### src/rtl/perf_counter_bank_pkg.sv
// Purpose: shared register map, limits and decode types for the performance-counter bank.
// Latency: n/a (constants, types and a combinational helper only).
// Backpressure: n/a.
package perf_counter_bank_pkg;

  localparam int CNT_MAX_NUM = 8;

  // IO register offsets (0x04..0x06 keep the legacy map)
  localparam int PCB_ADR_CYCLE   = 'h04;
  localparam int PCB_ADR_INSTRET = 'h05;
  localparam int PCB_ADR_CLR_ALL = 'h06;
  localparam int PCB_ADR_EN      = 'h07;
  localparam int PCB_ADR_CLR     = 'h08;
  localparam int PCB_ADR_SNAP    = 'h09;
  localparam int PCB_ADR_OVF     = 'h0A;
  localparam int PCB_ADR_LIVE    = 'h10;
  localparam int PCB_ADR_SNAP_RD = 'h18;

  // One-hot-ish decode of a bus write; at most one field is set per cycle
  typedef struct packed {
    logic clr_all;
    logic en;
    logic clr_mask;
    logic snap;
    logic ovf_w1c;
  } pcb_wr_t;

  // Any nonzero byte enable marks the access as a write
  function automatic logic is_write(input logic [3:0] wea);
    return |wea;
  endfunction

endpackage

### src/rtl/perf_counter_bank_counter.sv
// Purpose: one event counter with clear, snapshot register and overflow detection.
// Latency: count/clear/snapshot visible one clock after the strobe.
// Backpressure: none; strobes are accepted every cycle.
// Ports: clk, rst (sync, active-high), inc (gated event), clr, snap, snap_clr,
//        cnt (live value), snap_val (captured value), ovf_pulse (combinational).
module perf_counter_bank_counter #(
  parameter int CNT_WIDTH = 32,
  parameter bit SATURATE  = 1'b0
) (
  input  logic                 clk,
  input  logic                 rst,
  input  logic                 inc,
  input  logic                 clr,
  input  logic                 snap,
  input  logic                 snap_clr,
  output logic [CNT_WIDTH-1:0] cnt,
  output logic [CNT_WIDTH-1:0] snap_val,
  output logic                 ovf_pulse
);

  localparam logic [CNT_WIDTH-1:0] CNT_ALL_ONES = '1;

  logic at_max;
  assign at_max = (cnt == CNT_ALL_ONES);

  // A clear in the same cycle suppresses the increment, so it cannot overflow either
  assign ovf_pulse = inc & ~clr & at_max;

  always_ff @(posedge clk) begin
    if (rst) begin
      cnt <= '0;
    end else if (clr) begin
      cnt <= '0;
    end else if (inc) begin
      if (at_max) cnt <= SATURATE ? CNT_ALL_ONES : '0;
      else        cnt <= cnt + 1'b1;
    end
  end

  // Captures the pre-increment / pre-clear value because cnt is read before its update
  always_ff @(posedge clk) begin
    if (rst)           snap_val <= '0;
    else if (snap_clr) snap_val <= '0;
    else if (snap)     snap_val <= cnt;
  end

endmodule

### src/rtl/perf_counter_bank.sv
// Purpose: memory-mapped bank of NUM_CNT event counters with enable, masked clear, snapshot, sticky overflow.
// Latency: read data registered, valid one clock after the read cycle; writes take effect next clock.
// Backpressure: none; every IO access completes in one cycle.
// Ports: clk, cpu_rst (sync, active-high), io_en/wea/adr/din_io (IO bus request),
//        evt (per-counter increment strobes), dout_io (registered read data).
module perf_counter_bank
  import perf_counter_bank_pkg::*;
#(
  parameter int XLEN      = 32,
  parameter int ADR_WIDTH = 5,
  parameter int NUM_CNT   = 4,
  parameter int CNT_WIDTH = 32,
  parameter bit SATURATE  = 1'b0
) (
  input  logic                 clk,
  input  logic                 cpu_rst,
  input  logic                 io_en,
  input  logic [3:0]           wea,
  input  logic [ADR_WIDTH-1:0] adr,
  input  logic [XLEN-1:0]      din_io,
  input  logic [NUM_CNT-1:0]   evt,
  output logic [XLEN-1:0]      dout_io
);

  logic                 bus_wr;
  logic                 bus_rd;
  pcb_wr_t              wr;
  logic [NUM_CNT-1:0]   en_q;
  logic [NUM_CNT-1:0]   ovf_q;
  logic [NUM_CNT-1:0]   ovf_pulse;
  logic [NUM_CNT-1:0]   w1c_mask;
  logic [CNT_WIDTH-1:0] cnt_val  [NUM_CNT];
  logic [CNT_WIDTH-1:0] snap_val [NUM_CNT];
  logic [XLEN-1:0]      rd_data;
  logic                 unused_din;

  // Upper write-data bits carry no meaning for EN/CLR/OVF
  assign unused_din = ^din_io[XLEN-1:NUM_CNT];

  assign bus_wr = io_en &  is_write(wea);
  assign bus_rd = io_en & ~is_write(wea);

  always_comb begin
    wr = '0;
    if (bus_wr) begin
      wr.clr_all  = (adr == ADR_WIDTH'(PCB_ADR_CLR_ALL));
      wr.en       = (adr == ADR_WIDTH'(PCB_ADR_EN));
      wr.clr_mask = (adr == ADR_WIDTH'(PCB_ADR_CLR));
      wr.snap     = (adr == ADR_WIDTH'(PCB_ADR_SNAP));
      wr.ovf_w1c  = (adr == ADR_WIDTH'(PCB_ADR_OVF));
    end
  end

  for (genvar g = 0; g < NUM_CNT; g++) begin : g_cnt
    perf_counter_bank_counter #(
      .CNT_WIDTH (CNT_WIDTH),
      .SATURATE  (SATURATE)
    ) u_cnt (
      .clk       (clk),
      .rst       (cpu_rst),
      .inc       (en_q[g] & evt[g]),
      .clr       (wr.clr_all | (wr.clr_mask & din_io[g])),
      .snap      (wr.snap),
      .snap_clr  (wr.clr_all),
      .cnt       (cnt_val[g]),
      .snap_val  (snap_val[g]),
      .ovf_pulse (ovf_pulse[g])
    );
  end

  // Enables come up all ones so counting starts straight out of reset
  always_ff @(posedge clk) begin
    if (cpu_rst)     en_q <= '1;
    else if (wr.en)  en_q <= din_io[NUM_CNT-1:0];
  end

  assign w1c_mask = wr.ovf_w1c ? din_io[NUM_CNT-1:0] : '0;

  // A fresh overflow in the W1C cycle is OR-ed in after the clear, so it survives
  always_ff @(posedge clk) begin
    if (cpu_rst)         ovf_q <= '0;
    else if (wr.clr_all) ovf_q <= '0;
    else                 ovf_q <= (ovf_q & ~w1c_mask) | ovf_pulse;
  end

  always_comb begin
    rd_data = '0;
    if (adr == ADR_WIDTH'(PCB_ADR_CYCLE))   rd_data = XLEN'(cnt_val[0]);
    if (adr == ADR_WIDTH'(PCB_ADR_INSTRET)) rd_data = XLEN'(cnt_val[1]);
    if (adr == ADR_WIDTH'(PCB_ADR_EN))      rd_data = XLEN'(en_q);
    if (adr == ADR_WIDTH'(PCB_ADR_OVF))     rd_data = XLEN'(ovf_q);
    for (int i = 0; i < NUM_CNT; i++) begin
      if (adr == ADR_WIDTH'(PCB_ADR_LIVE + i))    rd_data = XLEN'(cnt_val[i]);
      if (adr == ADR_WIDTH'(PCB_ADR_SNAP_RD + i)) rd_data = XLEN'(snap_val[i]);
    end
  end

  // Holds the last read value across writes and idle cycles
  always_ff @(posedge clk) begin
    if (cpu_rst)     dout_io <= '0;
    else if (bus_rd) dout_io <= rd_data;
  end

endmodule

### config.mk
export PLATFORM = sky130hd
export DESIGN_NAME = perf_counter_bank
export DESIGN_NICKNAME = d
export VERILOG_FILES = /design/src/rtl/perf_counter_bank_pkg.sv /design/src/rtl/perf_counter_bank_counter.sv /design/src/rtl/perf_counter_bank.sv
export SDC_FILE = /design/constraint.sdc
export NUM_CORES = 1
export LEC_CHECK = 0
export CAP_MARGIN = 20
export CORE_MARGIN = 2
export CORE_UTILIZATION = 42
export DETAILED_ROUTE_END_ITERATION = 12
export SYNTH_ARGS = -nofsm -noshare
export SYNTH_HDL_FRONTEND = slang
export SYNTH_SLANG_ARGS = --single-unit
### constraint.sdc
create_clock -name clk -period 2.9 [get_ports clk]
set_clock_uncertainty 0.05 [all_clocks]
set_input_delay 0.58 -clock clk [delete_from_list [all_inputs] [get_ports clk]]
set_output_delay 0.58 -clock clk [all_outputs]
set_load 0.01 [all_outputs]
==> flow_summary.ini <==
[run_status]
outcome = finished clean

[worst_setup_path]
crit_path_end_kind = flip-flop
crit_fanout = 28
cp.required_ns = 3.22
crit_family = simple AND/OR/NAND/NOR gates
arrival_ns = 2.73
startpoint_type = flip-flop
cpMostUsedCell = nor2_1
cp_cell_sequence = ha_1 > nand3_1 > nor2_1 > nand3_4 > o21bai_4 > nor2_1
critPathSlowestCell = o21bai_4
reg2reg_depth = 6
worst-path-buf-inv = 0
worstSetupPathType = flip-flop to flip-flop
cp.depth = 6
slowest_delay_ns = 0.65

[floorplan]
io_pins = 80
dieArea_um2 = 36700
rows = 68
die_h_um = 192
start_util = 0.427
die-width_um = 192
core-area_um2 = 34500

[placed_design]
place_inst = 2312
place.gp.congestion = 0.876
port_buffers = 51
dp_hpwl_mm = 32.3

[clocking]
cts-resized-gates = 0
clkSinkCount = 296
hold_buffers = 0
cts_tree = built
clk_pin_slew_worst_paths_ns = 0.06
cts.path.max_buffers = 3
post-cts-setup-buffers = 0
insertion_delay_ns = 0.51
root_buffer = clkbuf_16
cts_made_buffers = 34
ctsHtreeMaxLevel = 2

[layout]
area_growth_pct = 17.4
n_antenna_cell = 0
drive_above_1_share = 0.109
nets = 1945
fin_cells = 2373
fill_cells = 3422

[global_route]
globalRouteOverflowTotal = 0
antenna_found_initial = 0
grt_max_degree = 48
track_usage = 0.247
grt_pass1_vias = 13100
grt_pass1_wl_mm = 72.4

[route]
wl_per_cell_um = 19.1
drt_iter0_drc = 1073
wl_mm = 45.3
postRouteAntennaNets = 0
dr.pass1.iters = 5
vias = 14000
viasPerCell = 5.90
drc = 0

[power]
vdd_ir_drop_max_mv = 0.395
power_density_nw_per_um2 = 516
leakage_nw = 5.82
power.total_mw = 8.95

[synthesis]
synth_flop_cell = dfxtp_1
syn-num-nets = 1889
netlist_instances = 1837
ys_warn_count = 0
synth_edf_count = 0
yosysSeqAreaShare = 0.401
synth.distinct_cells = 74
ys_async_sr_fraction = 0
synth_area_um2 = 14800
syn_avg_cell_area_um2 = 8.04
synth_seq_cells = 296

[sta]
drv_slew = 0
rsz0062_at_grt = false
final.setup.tns_ns = 0
finalHoldViolCount = 0
setup_viol = 0
timing.final.crit_share = 0.831
layout_min_cycle_time_ns = 2.41
slew_headroom = 0.508
worstMarginPinSlew_ns = 0.736
max_freq_ghz = 0.415

[worst_hold_path]
hold_depth = 2
hp-class = flip-flop to flip-flop

[flow_run]
maxCapViolCount = 0
## cell usage in the layout (no fill, tap or decap), types with 19 or more instances in the layout
cell and n:
nand2_1 330, dfxtp_1 296, nor2_1 180, a21oi_1 160, nand3_1 110, buf_4 92
nand4_1 66, xor2_1 63, clkdlybuf4s50_1 51, xnor2_1 46, a221oi_1 42, clkbuf_16 37
o21ai_0 33, o221ai_1 30, and3_1 26, or3_1 26, buf_12 23, nor3_1 20
o32ai_1 19
## report_power, final
group	internal (mW)	leakage [nW]	switching, mW
Combinational	0.208	2.88	0.326
Sequential	4.08	2.39	0.0219
Clock	2.57	0.554	1.74
Total	6.86	5.82	2.09
## metal layers
layer  global-route usage  routed length, um
met5                    0                  0
met1                0.348              20900
met3               0.0312               2630
met2                0.395              20700
met4               0.0707               1070
## layout make-up
cell class                 count  area (um2)  area share
timing repair buffer         166        1660      0.0959
clock inverter                10        77.6     0.00448
multi-input combinational   1379        8000       0.462
inverter                      16        60.1     0.00346
clock buffer                  51        1040      0.0599
tap                          455         569      0.0328
sequential                   296        5930       0.342
## final timing paths
kind	slack (ns)	from	to
worst max-delay path	0.49	g_cnt[3].u_cnt.cnt[0]	g_cnt[3].u_cnt.cnt[12]
worst min-delay path	0.40	g_cnt[2].u_cnt.snap_val[1]	g_cnt[2].u_cnt.snap_val[1]
worst max register to register	0.49	g_cnt[3].u_cnt.cnt[0]	g_cnt[3].u_cnt.cnt[12]
worst min register to register	0.40	g_cnt[2].u_cnt.snap_val[1]	g_cnt[2].u_cnt.snap_val[1]
## cell usage after synthesis, types with 10 or more instances
library cell	n	share of area
a21oi_1	160	0.054
a221oi_1	42	0.025
and2_1	10	0.0042
and3_1	26	0.011
and4_1	18	0.011
buf_2	51	0.017
buf_4	19	0.0097
buf_6	18	0.014
clkbuf_1	53	0.013
dfxtp_1	296	0.40
inv_1	16	0.0041
mux2i_1	10	0.0068
nand2_1	331	0.084
nand3_1	110	0.037
nand4_1	66	0.028
nor2_1	180	0.046
nor3_1	21	0.0071
nor4_1	15	0.0064
o21a_1	18	0.0092
o21ai_0	33	0.011
o221ai_1	30	0.018
o22ai_1	16	0.0068
o32ai_1	19	0.011
or3_1	27	0.011
xnor2_1	46	0.027
xor2_1	64	0.038
## state kept, by name, indices dropped and copies added (netlist names)
signal	cells
dout_io	32
en_q	4
g_cnt.u_cnt.cnt	128
g_cnt.u_cnt.snap_val	128
ovf_q	4
## worst register-to-register path: cells and delay by family, from the launching register on
| family | cells | cell delay, ns |
|---|---|---|
| flip-flops | 1 | 0.42 |
| AND/OR/NAND/NOR | 4 | 0.94 |
| AO/OA/AOI/OAI | 1 | 0.65 |
| adder cells (fa/ha/maj) | 1 | 0.21 |
## cell families (layout without fill, tap and decap cells)
kind of cell	after synthesis	count (layout)	share of synthesized area
and+or+nand+nor	871	871	0.288
AOI/OAI and AO/OA	380	380	0.172
DFF	296	296	0.401
buffers and inverters	162	243	0.0596
xor gates and xnor gates	110	110	0.0652
muxes	14	14	0.00983
adders and majority gates	4	4	0.00339
## through the flow
step | worst slack [ns] | hold WS [ns] | area, um2 | util
final | 0.489 | 0.403 | 17300 | 0.502
after global routing | 0.309 | 0.418 | 17300 | 0.502
after CTS | 0.491 | 0.403 | 17300 | 0.502
after detailed placement | 0.0238 | 0.395 | 16200 | 0.470
after global placement | 0.0657 | 0.391 | 16200 | 0.470
after floorplan | 0.710 | 0.382 | 14800 | -
Power figures use the tool's default switching activity.
